### config.mk
export PLATFORM = sky130hd
export DESIGN_NAME = rs_encode_stream
export DESIGN_NICKNAME = d
export VERILOG_FILES = /design/src/rtl/rs_encode_stream.sv
export SDC_FILE = /design/constraint.sdc
export NUM_CORES = 1
export LEC_CHECK = 0
export CAP_MARGIN = 0
export CORE_MARGIN = 1
export CORE_UTILIZATION = 38
export CTS_CLUSTER_SIZE = 30
export DETAILED_ROUTE_END_ITERATION = 16
export DONT_BUFFER_PORTS = 1
export GPL_TIMING_DRIVEN = 1
export PLACE_DENSITY_LB_ADDON = 0.25
export SLEW_MARGIN = 20
export SYNTH_ARGS = -nofsm -noshare
export SYNTH_HDL_FRONTEND = slang
export SYNTH_SLANG_ARGS = --single-unit
### constraint.sdc
create_clock -name clk_i -period 5.75 [get_ports clk_i]
set_input_delay 0.575 -clock clk_i [delete_from_list [all_inputs] [get_ports clk_i]]
set_output_delay 0.575 -clock clk_i [all_outputs]
set_load 0.01 [all_outputs]
### src/rtl/rs_encode_stream.sv
// rs_encode_stream
//   Streaming systematic Reed-Solomon encoder over GF(2^SYM_W).
//   Message symbols pass straight through to the output with no register
//   stage while an LFSR accumulates m(x)*x^NPAR mod g(x). Once the last
//   message symbol of a frame is accepted, the NPAR parity symbols are
//   shifted out, highest degree first. The generator polynomial is built at
//   elaboration from consecutive roots alpha^GEN_START .. alpha^(GEN_START+NPAR-1).
//
// Ports
//   clk_i, rst_i    clock, synchronous active-high reset
//   clr_i           synchronous frame abort
//   in_valid_i/in_ready_o/in_data_i/in_last_i      message symbol stream
//   out_valid_o/out_ready_i/out_data_o/out_last_o  codeword symbol stream
//   out_parity_o    current output symbol is a parity symbol
//   busy_o          a frame is in progress
//   len_err_o       one-cycle pulse when a frame is cut off at KMAX symbols
module rs_encode_stream #(
  parameter int unsigned SYM_W     = 8,
  parameter int unsigned NPAR      = 32,
  parameter int unsigned PRIM_POLY = 'h11D,
  parameter int unsigned GEN_START = 0,
  parameter int unsigned KMAX      = 168
) (
  input  logic             clk_i,
  input  logic             rst_i,
  input  logic             clr_i,
  input  logic             in_valid_i,
  output logic             in_ready_o,
  input  logic [SYM_W-1:0] in_data_i,
  input  logic             in_last_i,
  output logic             out_valid_o,
  input  logic             out_ready_i,
  output logic [SYM_W-1:0] out_data_o,
  output logic             out_last_o,
  output logic             out_parity_o,
  output logic             busy_o,
  output logic             len_err_o
);

  localparam int unsigned CNT_W  = $clog2(KMAX + 1);
  localparam int unsigned PCNT_W = (NPAR > 1) ? $clog2(NPAR) : 1;
  localparam logic [SYM_W-1:0] POLY_LO = PRIM_POLY[SYM_W-1:0];

  // GF(2^SYM_W) multiply; with one operand constant this collapses to XORs.
  function automatic logic [SYM_W-1:0] gf_mul(input logic [SYM_W-1:0] a,
                                              input logic [SYM_W-1:0] b);
    logic [SYM_W-1:0] p;
    logic [SYM_W-1:0] aa;
    p  = '0;
    aa = a;
    for (int unsigned i = 0; i < SYM_W; i++) begin
      if (b[i]) p = p ^ aa;
      aa = aa[SYM_W-1] ? ((aa << 1) ^ POLY_LO) : (aa << 1);
    end
    return p;
  endfunction

  // Low NPAR coefficients of the monic generator, index = degree.
  function automatic logic [NPAR-1:0][SYM_W-1:0] gen_poly();
    logic [NPAR:0][SYM_W-1:0] g;
    logic [SYM_W-1:0]         root;
    g    = '0;
    g[0] = SYM_W'(1);
    root = SYM_W'(1);
    for (int unsigned i = 0; i < GEN_START; i++) root = gf_mul(root, SYM_W'(2));
    for (int unsigned i = 0; i < NPAR; i++) begin
      for (int unsigned j = i + 1; j > 0; j--) g[j] = g[j-1] ^ gf_mul(g[j], root);
      g[0] = gf_mul(g[0], root);
      root = gf_mul(root, SYM_W'(2));
    end
    return g[NPAR-1:0];
  endfunction

  localparam logic [NPAR-1:0][SYM_W-1:0] GEN = gen_poly();

  typedef enum logic [1:0] {
    S_IDLE,
    S_DATA,
    S_PARITY
  } state_e;

  state_e                    state_q, state_d;
  logic [NPAR-1:0][SYM_W-1:0] r_q, r_d;
  logic [CNT_W-1:0]          cnt_q, cnt_d;
  logic [PCNT_W-1:0]         pcnt_q, pcnt_d;
  logic                      len_err_q, len_err_d;
  logic [SYM_W-1:0]          fb;
  logic                      kill;
  logic                      is_kmax;
  logic                      par_last;

  always_comb begin
    state_d      = state_q;
    r_d          = r_q;
    cnt_d        = cnt_q;
    pcnt_d       = pcnt_q;
    len_err_d    = 1'b0;
    in_ready_o   = 1'b0;
    out_valid_o  = 1'b0;
    out_data_o   = in_data_i;
    out_last_o   = 1'b0;
    out_parity_o = 1'b0;

    // Reset and abort both block any handshake in the cycle they are seen.
    kill     = rst_i | clr_i;
    fb       = in_data_i ^ r_q[NPAR-1];
    is_kmax  = (cnt_q == CNT_W'(KMAX - 1));
    par_last = (pcnt_q == PCNT_W'(NPAR - 1));

    case (state_q)
      S_IDLE, S_DATA: begin
        in_ready_o  = out_ready_i & ~kill;
        out_valid_o = in_valid_i & ~kill;
        if (in_valid_i && in_ready_o) begin
          r_d[0] = gf_mul(GEN[0], fb);
          for (int unsigned i = 1; i < NPAR; i++) begin
            r_d[i] = r_q[i-1] ^ gf_mul(GEN[i], fb);
          end
          if (in_last_i || is_kmax) begin
            state_d   = S_PARITY;
            cnt_d     = '0;
            len_err_d = ~in_last_i;
          end else begin
            state_d = S_DATA;
            cnt_d   = cnt_q + CNT_W'(1);
          end
        end
      end
      S_PARITY: begin
        out_valid_o  = ~kill;
        out_data_o   = r_q[NPAR-1];
        out_parity_o = 1'b1;
        out_last_o   = par_last & ~kill;
        if (out_ready_i && !kill) begin
          r_d = {r_q[NPAR-2:0], SYM_W'(0)};
          if (par_last) begin
            pcnt_d  = '0;
            state_d = S_IDLE;
          end else begin
            pcnt_d = pcnt_q + PCNT_W'(1);
          end
        end
      end
      default: state_d = S_IDLE;
    endcase

    if (kill) begin
      state_d = S_IDLE;
      r_d     = '0;
      cnt_d   = '0;
      pcnt_d  = '0;
    end
  end

  always_ff @(posedge clk_i) begin
    if (rst_i) begin
      state_q   <= S_IDLE;
      r_q       <= '0;
      cnt_q     <= '0;
      pcnt_q    <= '0;
      len_err_q <= 1'b0;
    end else begin
      state_q   <= state_d;
      r_q       <= r_d;
      cnt_q     <= cnt_d;
      pcnt_q    <= pcnt_d;
      len_err_q <= len_err_d;
    end
  end

  assign busy_o    = (state_q != S_IDLE);
  assign len_err_o = len_err_q;

endmodule

### Word-level counts from Yosys, hierarchy flattened

Cells that the tools add are included.

| word-level totals | value |
|---|---|
| bits in registers | 272 |
| latch bits | 0 |
| ROM bits | 0 |
| output and inout port bits | 14 |
| RAM bits | 0 |
| memories kept | 0 |

| cells by class | value |
|---|---|
| add/sub/neg operators | 2 |
| reductions and logical operators | 14 |
| eq/ne operators | 7 |
| muxes and demuxes | 709 |
| $mul | 0 |
| shifts and indexed selects | 0 |
| bitwise gates (word level) | 244 |
| div/mod/pow operators | 0 |
| $lt $le $gt $ge | 0 |

Operators by type and width:

| operator | count |
|---|---|
| $mux 8 | 581 |
| $mux 256 | 2 |
| $pmux 256 s2 | 1 |
| $mux 7 | 58 |
| $xor 8x8->8 | 32 |
| $not 4->4 | 60 |
| $not 5->5 | 45 |
| $mux 6 | 30 |
| $not 6->6 | 24 |
| $mux 5 | 18 |
| $not 3->3 | 29 |
| $not 2->2 | 27 |
| $not 7->7 | 4 |
| $mux 4 | 5 |
| $not 1->1 | 18 |
| $mux 2 | 6 |
| $add 8x1->8 const B | 1 |
| $eq 8x8->1 const B | 1 |
| $not 8->8 | 1 |
| $ne 2x2->1 const B | 3 |
| $reduce_and 3->1 | 2 |
| $add 5x1->5 const B | 1 |
| $eq 5x5->1 const B | 1 |
| $mux 1 | 5 |
| 15 further kinds | 21 |

### Longest topological paths before layout

Gate-level depths: netlist (run 1).

| depth | value |
|---|---|
| depth in word-level cells | 37 |
| mapped depth | 9 |
| gate-level depth less buffers | 7 |

### Worst setup path after synthesis (run 1)

OpenSTA, ideal clock, no wires.

| timing | value |
|---|---|
| path kind | register to output |
| from | register state_q[1] |
| to | output port out_data_o[0] |
| buffers on the path | 4 |
| arrival | 1.918 ns |
| path slack | 3.257 ns |
| cell stages (with the launch flop) | 9 |
| path through | dfxtp_1 > nand2b_1 > inv_1 > clkbuf_1 > clkbuf_1 > clkbuf_1 > buf_1 > nand2_1 > nand2_1 |

| on the way | value |
|---|---|
| longest elaborated chain between the ends | 2 |

Ends and longest elaborated chain:

| element | RTL line | text |
|---|---|---|
| from (decl) | 82 | `state_e state_q, state_d;` |
| from (signal assigned) | 163 | `state_q <= state_d;` |
| $eq 2x2->1 | 110 | `case (state_q)` |
| $mux 8 | 110 |  |
| to (decl) | 33 | `output logic [SYM_W-1:0] out_data_o,` |

No other way between the ends.

### Final worst setup path (run 1)

| timing | value |
|---|---|
| from | register state_q[1] |
| to | register r_q[59] (netlist bit) |

| on the way | value |
|---|---|
| longest elaborated chain between the ends | 4 |

Ends and longest elaborated chain:

| element | RTL line | text |
|---|---|---|
| $eq 2x1->1 or $logic_not 2->1 (tied branches) | 110 |  |
| $reduce_or 2->1 | 110 |  |
| $ne 2x2->1 (no line) or $reduce_bool 2->1 (tied branches) | -- |  |
| $reduce_and 3->1 (no line) | -- |  |
| to (signal assigned) | 164 | `r_q <= r_d;` |
| to (decl) | 83 | `logic [NPAR-1:0][SYM_W-1:0] r_q, r_d;` |

Parallel ways exist; a longest one is shown, timed or not.
A chain may end at the register's enable or synchronous reset.

==> results.txt, run 1 <==
----------------------------------------------------
[Synthesis]
  Synthesized instance count ... 1594
  Synth warn ... 0
  Post-synth EDFFs ... 0
  Syn nets ... approximately 1.6k
  Async set or reset register ratio after synthesis ... 0%
  Syn_area_per_cell ... 8.97 µm²
  Sequential-to-total area share from yosys stat ... approximately two fifths
  Number of storage elements in the synthesis netlist ... 272
  Synth Flop Type ... sky130_fd_sc_hd__dfxtp_1
  Distinct cell type count of the synthesized netlist ... 47
  Post-synthesis cell area ... 14300 µm²

[Drt]
  Total length of routed met3 wires ... 2330 µm
  WL met1 ... 17700 µm
  Routed length per placed instance ... 18.9 µm
  Number of routed nets with antenna violations ... 0
  Number of search-and-repair iterations in the first detailed-routing pass ... 5
  Initial DRC Count ... 775
  Detail-routed via count per cell ... a little over 5
  Top layer reached by signal wires ... met4
  Drc violations ... 0
  Via total after detailed routing ... 10.3k
  Final Routed Wirelength ... 38400 µm
  Length of routed met2 wiring ... 17600 µm

[Timing]
  Final worst path period need ... 3330 ps
  Total setup violations reported at the end of the flow ... 0
  Timing-limited maximum frequency ... 301 MHz
  Period utilisation layout ... 57.9%
  Slew HR ... between 20% and 30%
  Count of pins over their slew limit ... 0
  Setup Skew ... between 10 and 15 ps
  Actual slew at the worst max-slew pin ... between 1000 and 1500 ps
  Post-route setup TNS ... 0 ps
  Unrepaired setup endpoints after global routing ... no
  Hold violation total from the final report ... 0

[Power and ir drop]
  Power density relative to cell area ... between 400 and 500 nW/µm²
  Maximum VDD drop ... 173 µV
  Leak Pwr ... just under 6 nW

[Setup path]
  Type of destination of the critical path ... register
  Source of the worst register-to-register timing path ... state_q[1]
  Crit path top cell by count ... sky130_fd_sc_hd__buf_4
  Ordered list of cells on the worst path ... nand2b_1, buf_4, inv_4, buf_4, buf_4, nor2_1, nand2_1, o21ai_0, xnor2_1, o21ai_0
  Critical R2R Capture ... r_q[59]
  R2R depth ... 10
  Critical setup path kind ... reg2reg
  Largest stage delay on the critical path ... 610 ps
  Crit path max fanout ... 57
  Cell with the largest stage delay on the worst path ... sky130_fd_sc_hd__buf_4
  Data arrival time of the critical path ... 3700 ps
  Kind of start point of the critical path ... register
  Worst setup slack for register-to-register paths ... 2420 ps
  Required time at the worst-slack endpoint ... 6120 ps

[Placement]
  Port bufs ... 0
  Final HPWL from detailed placement ... 24700 µm
  Weighted congestion reported at the end of routability-driven placement ... 0.833
  Post-placement cell count ... 1977

[Global route]
  Wire length of the first global-routing pass ... 59500 µm
  Overall Global Routing Usage ... 20.3%
  Vias in the first global route ... 9795
  Aggregate global routing overflow ... 0
  Number of antenna violations at the first check in global routing ... 0
  Pin count of the biggest net entering global routing ... ~140

[Floorplanning]
  Die ar. ... just under 40000 µm²
  I/O pin cnt ... 28
  Floorplan die width ... roughly 200 µm
  Initial standard-cell utilization of the core ... approximately 39%
  Chip Height ... around 200 µm
  Core area ... 36800 µm²
  Number of placement rows ... 70

[Min path]
  Hold path startpoint ... in_last_i
  HP Class ... in2reg
  Hold Path End ... len_err_o
  Worst Hold Depth ... 1

[Clock tree]
  Count of hold buffers inserted by post-cts repair ... 0
  Post-CTS clock slew at the launch and capture registers of the worst setup and hold paths ... 60 ps
  CTS max path bufs ... 3
  Number of sinks handled by clock tree synthesis ... 272
  Number of buffers added for setup after CTS ... 0
  Number of instances resized during post-cts repair ... 0
  Number of buffers added by the clock tree synthesis step ... 34
  CTS tree ... done
  CTS Root Cell ... sky130_fd_sc_hd__clkbuf_16
  Clock latency on the worst-skew pair ... between 500 and 600 ps
  Maximum level of the CTS H-tree ... 2

[Finish]
  Layout-stage area growth over the synthesis result ... 11.0%
  Ant diodes ... 0
  Layout Cells excl Fill ... 2034
  Share of post-route cells with drive strength above 1 ... 8.24%
  Final Net Count ... 1562

[Run]
  Max-cap violations ... 0

[Outcome]
  Result of the run ... completed

----------------------------------------------------
layout by cell type (no fill, tap or decap), types with 23 or more instances in the layout:
| cell | count |
|---|---|
| sky130_fd_sc_hd__nor2_1 | 140 |
| sky130_fd_sc_hd__dfxtp_1 | 272 |
| sky130_fd_sc_hd__xor2_1 | 51 |
| sky130_fd_sc_hd__nand3_1 | 153 |
| sky130_fd_sc_hd__o21ai_0 | 223 |
| sky130_fd_sc_hd__nand2_1 | 173 |
| sky130_fd_sc_hd__xnor3_1 | 41 |
| sky130_fd_sc_hd__xnor2_1 | 306 |
| sky130_fd_sc_hd__clkbuf_16 | 37 |
| sky130_fd_sc_hd__o21ai_1 | 23 |
worst max path at each step:
stage               startpoint       endpoint  slack, ps  cells past startpoint
floorplan           state_q[1]  out_data_o[0]       3260                      8
global placement    state_q[1]       r_q[120]       2450                     10
detailed placement  state_q[0]       r_q[163]       2440                      7
CTS                 state_q[0]       r_q[163]       2420                      7
global route        state_q[0]       r_q[107]       2180                      7
finish              state_q[1]        r_q[59]       2420                     10
state kept, by name, summed over array words and instances, names as in the netlist:
name       flops
state_q        2
cnt_q          8
r_q          256
pcnt_q         5
len_err_o      1
synth_stat cells (2+ instances only):
cell type	number	area, µm²
sky130_fd_sc_hd__nor3_1	2	10.0
sky130_fd_sc_hd__or2_2	3	18.8
sky130_fd_sc_hd__xor2_4	4	110
sky130_fd_sc_hd__a21oi_1	14	70.1
sky130_fd_sc_hd__nand4_1	2	12.5
sky130_fd_sc_hd__buf_1	5	18.8
sky130_fd_sc_hd__mux2_2	4	45.0
sky130_fd_sc_hd__nor2_2	8	50.1
sky130_fd_sc_hd__and2_4	2	17.5
sky130_fd_sc_hd__buf_4	8	60.1
sky130_fd_sc_hd__or4_1	4	30.0
sky130_fd_sc_hd__buf_2	6	30.0
sky130_fd_sc_hd__clkbuf_1	87	327
sky130_fd_sc_hd__and2_1	4	25.0
sky130_fd_sc_hd__a31oi_1	2	12.5
sky130_fd_sc_hd__dfxtp_1	272	5450
sky130_fd_sc_hd__xnor2_4	8	220
sky130_fd_sc_hd__o211ai_1	3	22.5
sky130_fd_sc_hd__nor2_1	141	529
sky130_fd_sc_hd__and3_1	3	18.8
sky130_fd_sc_hd__ha_1	3	37.5
sky130_fd_sc_hd__nand2b_1	2	12.5
sky130_fd_sc_hd__xor2_1	51	447
sky130_fd_sc_hd__xnor3_2	2	47.6
sky130_fd_sc_hd__nand3_1	154	771
sky130_fd_sc_hd__xnor3_1	41	923
sky130_fd_sc_hd__o21ai_2	5	43.8
sky130_fd_sc_hd__o21ai_0	223	1120
sky130_fd_sc_hd__xnor2_2	9	146
sky130_fd_sc_hd__xnor3_4	2	52.6
sky130_fd_sc_hd__nand2_1	173	649
sky130_fd_sc_hd__xnor2_1	310	2720
sky130_fd_sc_hd__o21ai_1	23	115
through the flow:
step	hold WS, ps	power (mW)	cell area (µm²)	worst slack, ps	utilization [%]
after global placement	445	4.28	14700	2450	39.9
after CTS	126	6.56	15900	2420	43.1
final	142	6.51	15900	2420	43.1
after floorplan	435	3.78	14300	3260	-
after detailed placement	451	4.29	14700	2440	39.9
after global routing	124	6.83	15900	2180	43.1
kinds of logic (layout without fill, tap and decap cells):
logic type / count (synthesis) / in the layout / synth area share [%]
and+or+nand+nor: 504 / 504 / 15.3
buffers and inverters: 109 / 81 / 3.26
adders and majority gates: 3 / 3 / 0.263
DFF: 272 / 272 / 38.1
AOI/OAI and AO/OA: 272 / 272 / 9.78
xor gates and xnor gates: 429 / 429 / 32.9
muxes: 5 / 5 / 0.385
layout make-up:
| type | instances | area [µm²] |
|---|---|---|
| Multi-Input combinational cell | 1213 | 8460 |
| Tap cell | 468 | 586 |
| Fill cell | 3605 | 20900 |
| Inverter | 1 | 6.26 |
| Clock buffer | 53 | 1070 |
| Sequential cell | 272 | 5450 |
| Timing Repair Buffer | 23 | 185 |
| Clock inverter | 4 | 120 |
worst max-delay path: cells and delay by family, from the launching register on:
family / cells / cell delay [ps]
buffers and inverters: 4 / 1990
DFF: 1 / 400
and+or+nand+nor: 3 / 350
AOI/OAI and AO/OA: 2 / 200
xor gates and xnor gates: 1 / 170
metal layers:
layer  up-vias  GRT usage, %
li1       5154             -
met1      4826          27.6
met2       228          33.0
met3        49          3.80
met4         0          5.03
met5         -             0
report_power, final:
part,internal [mW],switching (mW)
logic,1.01,1.19
clock network,1.44,0.810
registers,1.99,0.0776
total,4.44,2.07
Note: power is estimated with default switching activity, not from simulation.
==> inputs of run 2 (changes only) <==
--- a/config.mk
+++ b/config.mk
@@ -5,6 +5,7 @@
 export SDC_FILE = /design/constraint.sdc
 export NUM_CORES = 1
 export LEC_CHECK = 0
+export ABC_AREA = 1
 export CAP_MARGIN = 0
 export CORE_MARGIN = 1
 export CORE_UTILIZATION = 38
==> constraint.sdc (replaced) <==
create_clock -name clk_i -period 2.8 [get_ports clk_i]
set_input_delay 0.28 -clock clk_i [delete_from_list [all_inputs] [get_ports clk_i]]
set_output_delay 0.28 -clock clk_i [all_outputs]
set_load 0.01 [all_outputs]
==> run 2 against run 1 <==
  * Count of clock-buffer cells in the layout is 8 lower
  * Flip-flop and latch count did not move
  * Clock skew is 2.5 ps lower
  * Sequential power is 100% higher
  * Combinational power up 26%
  * Via count is 23% higher
  * Critical path depth grew 1
  * Register-to-register slack got worse by 2300 ps
  * The run now ends with DRC left
==> results.txt, run 2 <==
----------------------------------------------------
[Outcome]
  Result of the run ... complete, but fails checks (was completed)
  Failing checks ... DRC

[Clock tree]
  Maximum level of the CTS H-tree ... 1 (was 2)
  CTS tree ... done (unchanged)
  Post-CTS clock slew at the launch and capture registers of the worst setup and hold paths ... 60 ps (about the same)
  Clock latency on the worst-skew pair ... 570 ps (was 510 ps)
  Number of buffers added by the clock tree synthesis step ... 31 (was 34)
  CTS max path bufs ... 3 (unchanged)
  CTS Root Cell ... sky130_fd_sc_hd__clkbuf_16 (unchanged)
  Number of sinks handled by clock tree synthesis ... 272 (unchanged)
  Number of buffers added for setup after CTS ... 0 (unchanged)

[Timing]
  Setup Skew ... 8.83 ps (was 11.3 ps)
  Timing-limited maximum frequency ... 375 MHz (was 301 MHz)
  Final setup margin ... 135 ps (was 2420 ps)
  Post-route setup TNS ... 0 ps (unchanged)
  Total setup violations reported at the end of the flow ... 0 (unchanged)
  Unrepaired setup endpoints after global routing ... no (unchanged)
  Period utilisation layout ... 95.2% (was 57.9%)
  Hold violation total from the final report ... 0 (unchanged)
  Slew HR ... 52.6% (was 21.1%)
  Final worst path period need ... 2660 ps (was 3330 ps)
  Actual slew at the worst max-slew pin ... 704 ps (was 1180 ps)
  Count of pins over their slew limit ... 0 (unchanged)

[Finish]
  Highest-count cells in the layout ignoring fill and taps ... sky130_fd_sc_hd__nand2_1 (524), sky130_fd_sc_hd__dfxtp_1 (272), sky130_fd_sc_hd__o21ai_0 (196) (was sky130_fd_sc_hd__xnor2_1 (306), sky130_fd_sc_hd__dfxtp_1 (272), sky130_fd_sc_hd__o21ai_0 (223))
  Most common cell after layout, fill and taps aside ... sky130_fd_sc_hd__nand2_1 (was sky130_fd_sc_hd__xnor2_1)
  Registers with the most flip-flops ... r_q x256, cnt_q x8, pcnt_q x5 (unchanged)
  Register with the most flip-flops ... r_q (unchanged)
  Final Net Count ... 1959 (was 1562)
  Share of post-route cells with drive strength above 1 ... 10.2% (was 8.24%)
  Final-layout fill cell count ... 3599 (was 3605)
  Layout-stage area growth over the synthesis result ... 14.2% (was 11.0%)
  Ant diodes ... 0 (unchanged)
  Number of flip-flops under the largest register name ... 256 (unchanged)

[Synthesis]
  Syn_area_per_cell ... 7.22 µm² (was 8.97 µm²)
  Number of storage elements in the synthesis netlist ... 272 (unchanged)
  Cell with the most instances after synthesis ... sky130_fd_sc_hd__nand2_1 (was sky130_fd_sc_hd__xnor2_1)
  Top cell type's share of synthesized area ... 39.4% (was 38.1%)
  Synth Flop Type ... sky130_fd_sc_hd__dfxtp_1 (unchanged)
  Library cell occupying the most area in the post-synthesis netlist ... sky130_fd_sc_hd__dfxtp_1 (unchanged)
  Async set or reset register ratio after synthesis ... 0% (unchanged)
  Post-synth EDFFs ... 0 (unchanged)
  Synthesized instance count ... 1917 (was 1594)
  Post-synthesis cell area ... 13800 µm² (was 14300 µm²)
  Top cells by area, synth ... sky130_fd_sc_hd__dfxtp_1 (39%), sky130_fd_sc_hd__nand2_1 (14%), sky130_fd_sc_hd__xor2_1 (10%) (was sky130_fd_sc_hd__dfxtp_1 (38%), sky130_fd_sc_hd__xnor2_1 (19%), sky130_fd_sc_hd__o21ai_0 (7.8%))
  Ranking of synthesized cells by instance count ... sky130_fd_sc_hd__nand2_1 (525), sky130_fd_sc_hd__dfxtp_1 (272), sky130_fd_sc_hd__o21ai_0 (196), sky130_fd_sc_hd__inv_1 (189), sky130_fd_sc_hd__xor2_1 (164) (was sky130_fd_sc_hd__xnor2_1 (310), sky130_fd_sc_hd__dfxtp_1 (272), sky130_fd_sc_hd__o21ai_0 (223), sky130_fd_sc_hd__nand2_1 (173), sky130_fd_sc_hd__nand3_1 (154))
  Sequential-to-total area share from yosys stat ... 39.4% (was 38.1%)
  Synth warn ... 0 (unchanged)
  Distinct cell type count of the synthesized netlist ... 40 (was 47)
  Syn nets ... 1934 (was 1611)

[Drt]
  Routed length per placed instance ... 20.2 µm (was 18.9 µm)
  Initial DRC Count ... 1179 (was 775)
  Final Routed Wirelength ... 49100 µm (was 38400 µm)
  Detail-routed via count per cell ... 5.20 (was 5.04)
  Via total after detailed routing ... 12.6k (was 10.3k)
  Number of search-and-repair iterations in the first detailed-routing pass ... 12 (was 5)
  Drc violations ... 4 (was 0)
  Number of routed nets with antenna violations ... 0 (unchanged)

[Run]
  Max-cap violations ... 0 (unchanged)

[Placement]
  Weighted congestion reported at the end of routability-driven placement ... 0.958 (was 0.833)
  Worst slack at placement ... 35.6 ps (was 2440 ps)
  Port bufs ... 0 (unchanged)
  Final HPWL from detailed placement ... 35300 µm (was 24700 µm)

[Floorplanning]
  Number of placement rows ... 69 (was 70)
  Chip Height ... 193 µm (was 196 µm)
  Core area ... 35700 µm² (was 36800 µm²)
  Floorplan die width ... 193 µm (was 196 µm)
  Die ar. ... 37200 µm² (was 38400 µm²)
  Initial standard-cell utilization of the core ... 38.8% (was 38.9%)
  I/O pin cnt ... 28 (unchanged)

[Global route]
  Overall Global Routing Usage ... 26.6% (was 20.3%)
  Aggregate global routing overflow ... 0 (unchanged)
  Pin count of the biggest net entering global routing ... 61 (was 143)
  Wire length of the first global-routing pass ... 72800 µm (was 59500 µm)
  Number of antenna violations at the first check in global routing ... 0 (unchanged)
  Vias in the first global route ... 11.4k (was 9795)

[Setup path]
  Critical setup path kind ... reg2reg (unchanged)
  Required time at the worst-slack endpoint ... 3270 ps (was 6120 ps)
  Type of destination of the critical path ... register (unchanged)
  Data arrival time of the critical path ... 3130 ps (was 3700 ps)
  Crit path max fanout ... 9 (was 57)
  Kind of start point of the critical path ... register (unchanged)

[Power and ir drop]
  Leak Pwr ... 6.97 nW (was 5.87 nW)
  Power density relative to cell area ... 695 nW/µm² (was 410 nW/µm²)
  Maximum VDD drop ... 493 µV (was 173 µV)

[Min path]
  HP Class ... in2reg (unchanged)

----------------------------------------------------
==> run 2: changes by cell type after synthesis, sizes merged, moves of 45 or more <==
cell	before	now
inv	1	193
nand2	173	555
clkbuf	87	36
nor2	149	75
xor2	56	172
xnor3	45	0
xnor2	327	31
a21oi	14	72
o22ai	0	106
nand3	154	96
==> run 2: repair_timing <==
item,4_1_cts,5_1_grt
endpoints found under the setup margin,0,12
resized for setup,0,5
hold endpoints to repair,3,0
hold buffers,3,0
==> run 2: final timing paths <==
check | from | slack [ps] | to | cells after the start
worst max-delay path | r_q[251] | 140 | r_q[210] | 11
worst min-delay path | out_ready_i | 90 | state_q[1] | 3
worst max register to register | r_q[251] | 140 | r_q[210] | 11
worst min register to register | r_q[166] | 460 | r_q[166] | 2
==> run 2: cells by family (layout without fill, tap and decap cells) <==
family                   Yosys count  after routing  synth area share (%)
buffers and inverters            283            331                  8.28
flip-flops                       272            272                  39.4
AND/OR/NAND/NOR                  750            750                  22.7
adder cells (fa/ha/maj)            3              3                 0.271
AO/OA/AOI/OAI                    406            406                  15.9
XOR/XNOR                         203            203                  13.4
==> run 2: area by class of cell <==
class / count / area [µm²] / area share, %
multi-input combinational: 1362 / 7330 / 46.4
sequential: 272 / 5450 / 34.5
clock buffer: 45 / 908 / 5.75
inverter: 193 / 729 / 4.62
timing repair buffer: 82 / 698 / 4.42
tap: 461 / 577 / 3.65
clock inverter: 11 / 114 / 0.721
==> run 2: worst max-delay path: stages, from the launching register on <==
cell	delay [ps]
sky130_fd_sc_hd__dfxtp_1	520
sky130_fd_sc_hd__xor2_2	160
sky130_fd_sc_hd__buf_4	210
sky130_fd_sc_hd__nand2_2	70
sky130_fd_sc_hd__nand2_2	240
sky130_fd_sc_hd__xor2_1	560
sky130_fd_sc_hd__nand2_1	100
sky130_fd_sc_hd__nand3_1	100
sky130_fd_sc_hd__xor2_1	380
sky130_fd_sc_hd__nand2_1	90
sky130_fd_sc_hd__nand2_1	80
sky130_fd_sc_hd__inv_1	40
==> run 2: where the power goes <==
part / internal (mW) / leakage (nW) / total, mW / switching [mW]
Clock: 2.42 / 0.503 / 4.07 / 1.66
Sequential: 4.03 / 2.21 / 4.13 / 0.0997
Combinational: 0.865 / 4.26 / 2.77 / 1.91
==> run 2: metal layers <==
metal	part of all wire, %	wire (µm)	vias to the layer above	track usage [%]
met5	0	0	-	0
met4	2.7	1320	0	7.84
met3	5.9	2900	71	3.02
met2	44	21700	388	41.2
met1	47	23100	5930	38.3
li1	-	-	6234	-
==> run 2: through the flow <==
| step | std cells | util (%) | hold WS [ps] | area (µm²) | total power, mW |
|---|---|---|---|---|---|
| 2_1_floorplan | 1917 | - | 352 | 13800 | 5.88 |
| 3_3_place_gp | 2367 | 41.3 | 354 | 14700 | 6.90 |
| 3_5_place_dp | 2367 | 41.3 | 355 | 14700 | 6.91 |
| 4_1_cts | 2426 | 44.2 | 62.6 | 15800 | 11.0 |
| 5_1_grt | 2426 | 44.3 | 87.9 | 15800 | 11.4 |
| 6_report | 2426 | 44.3 | 87.2 | 15800 | 11.0 |
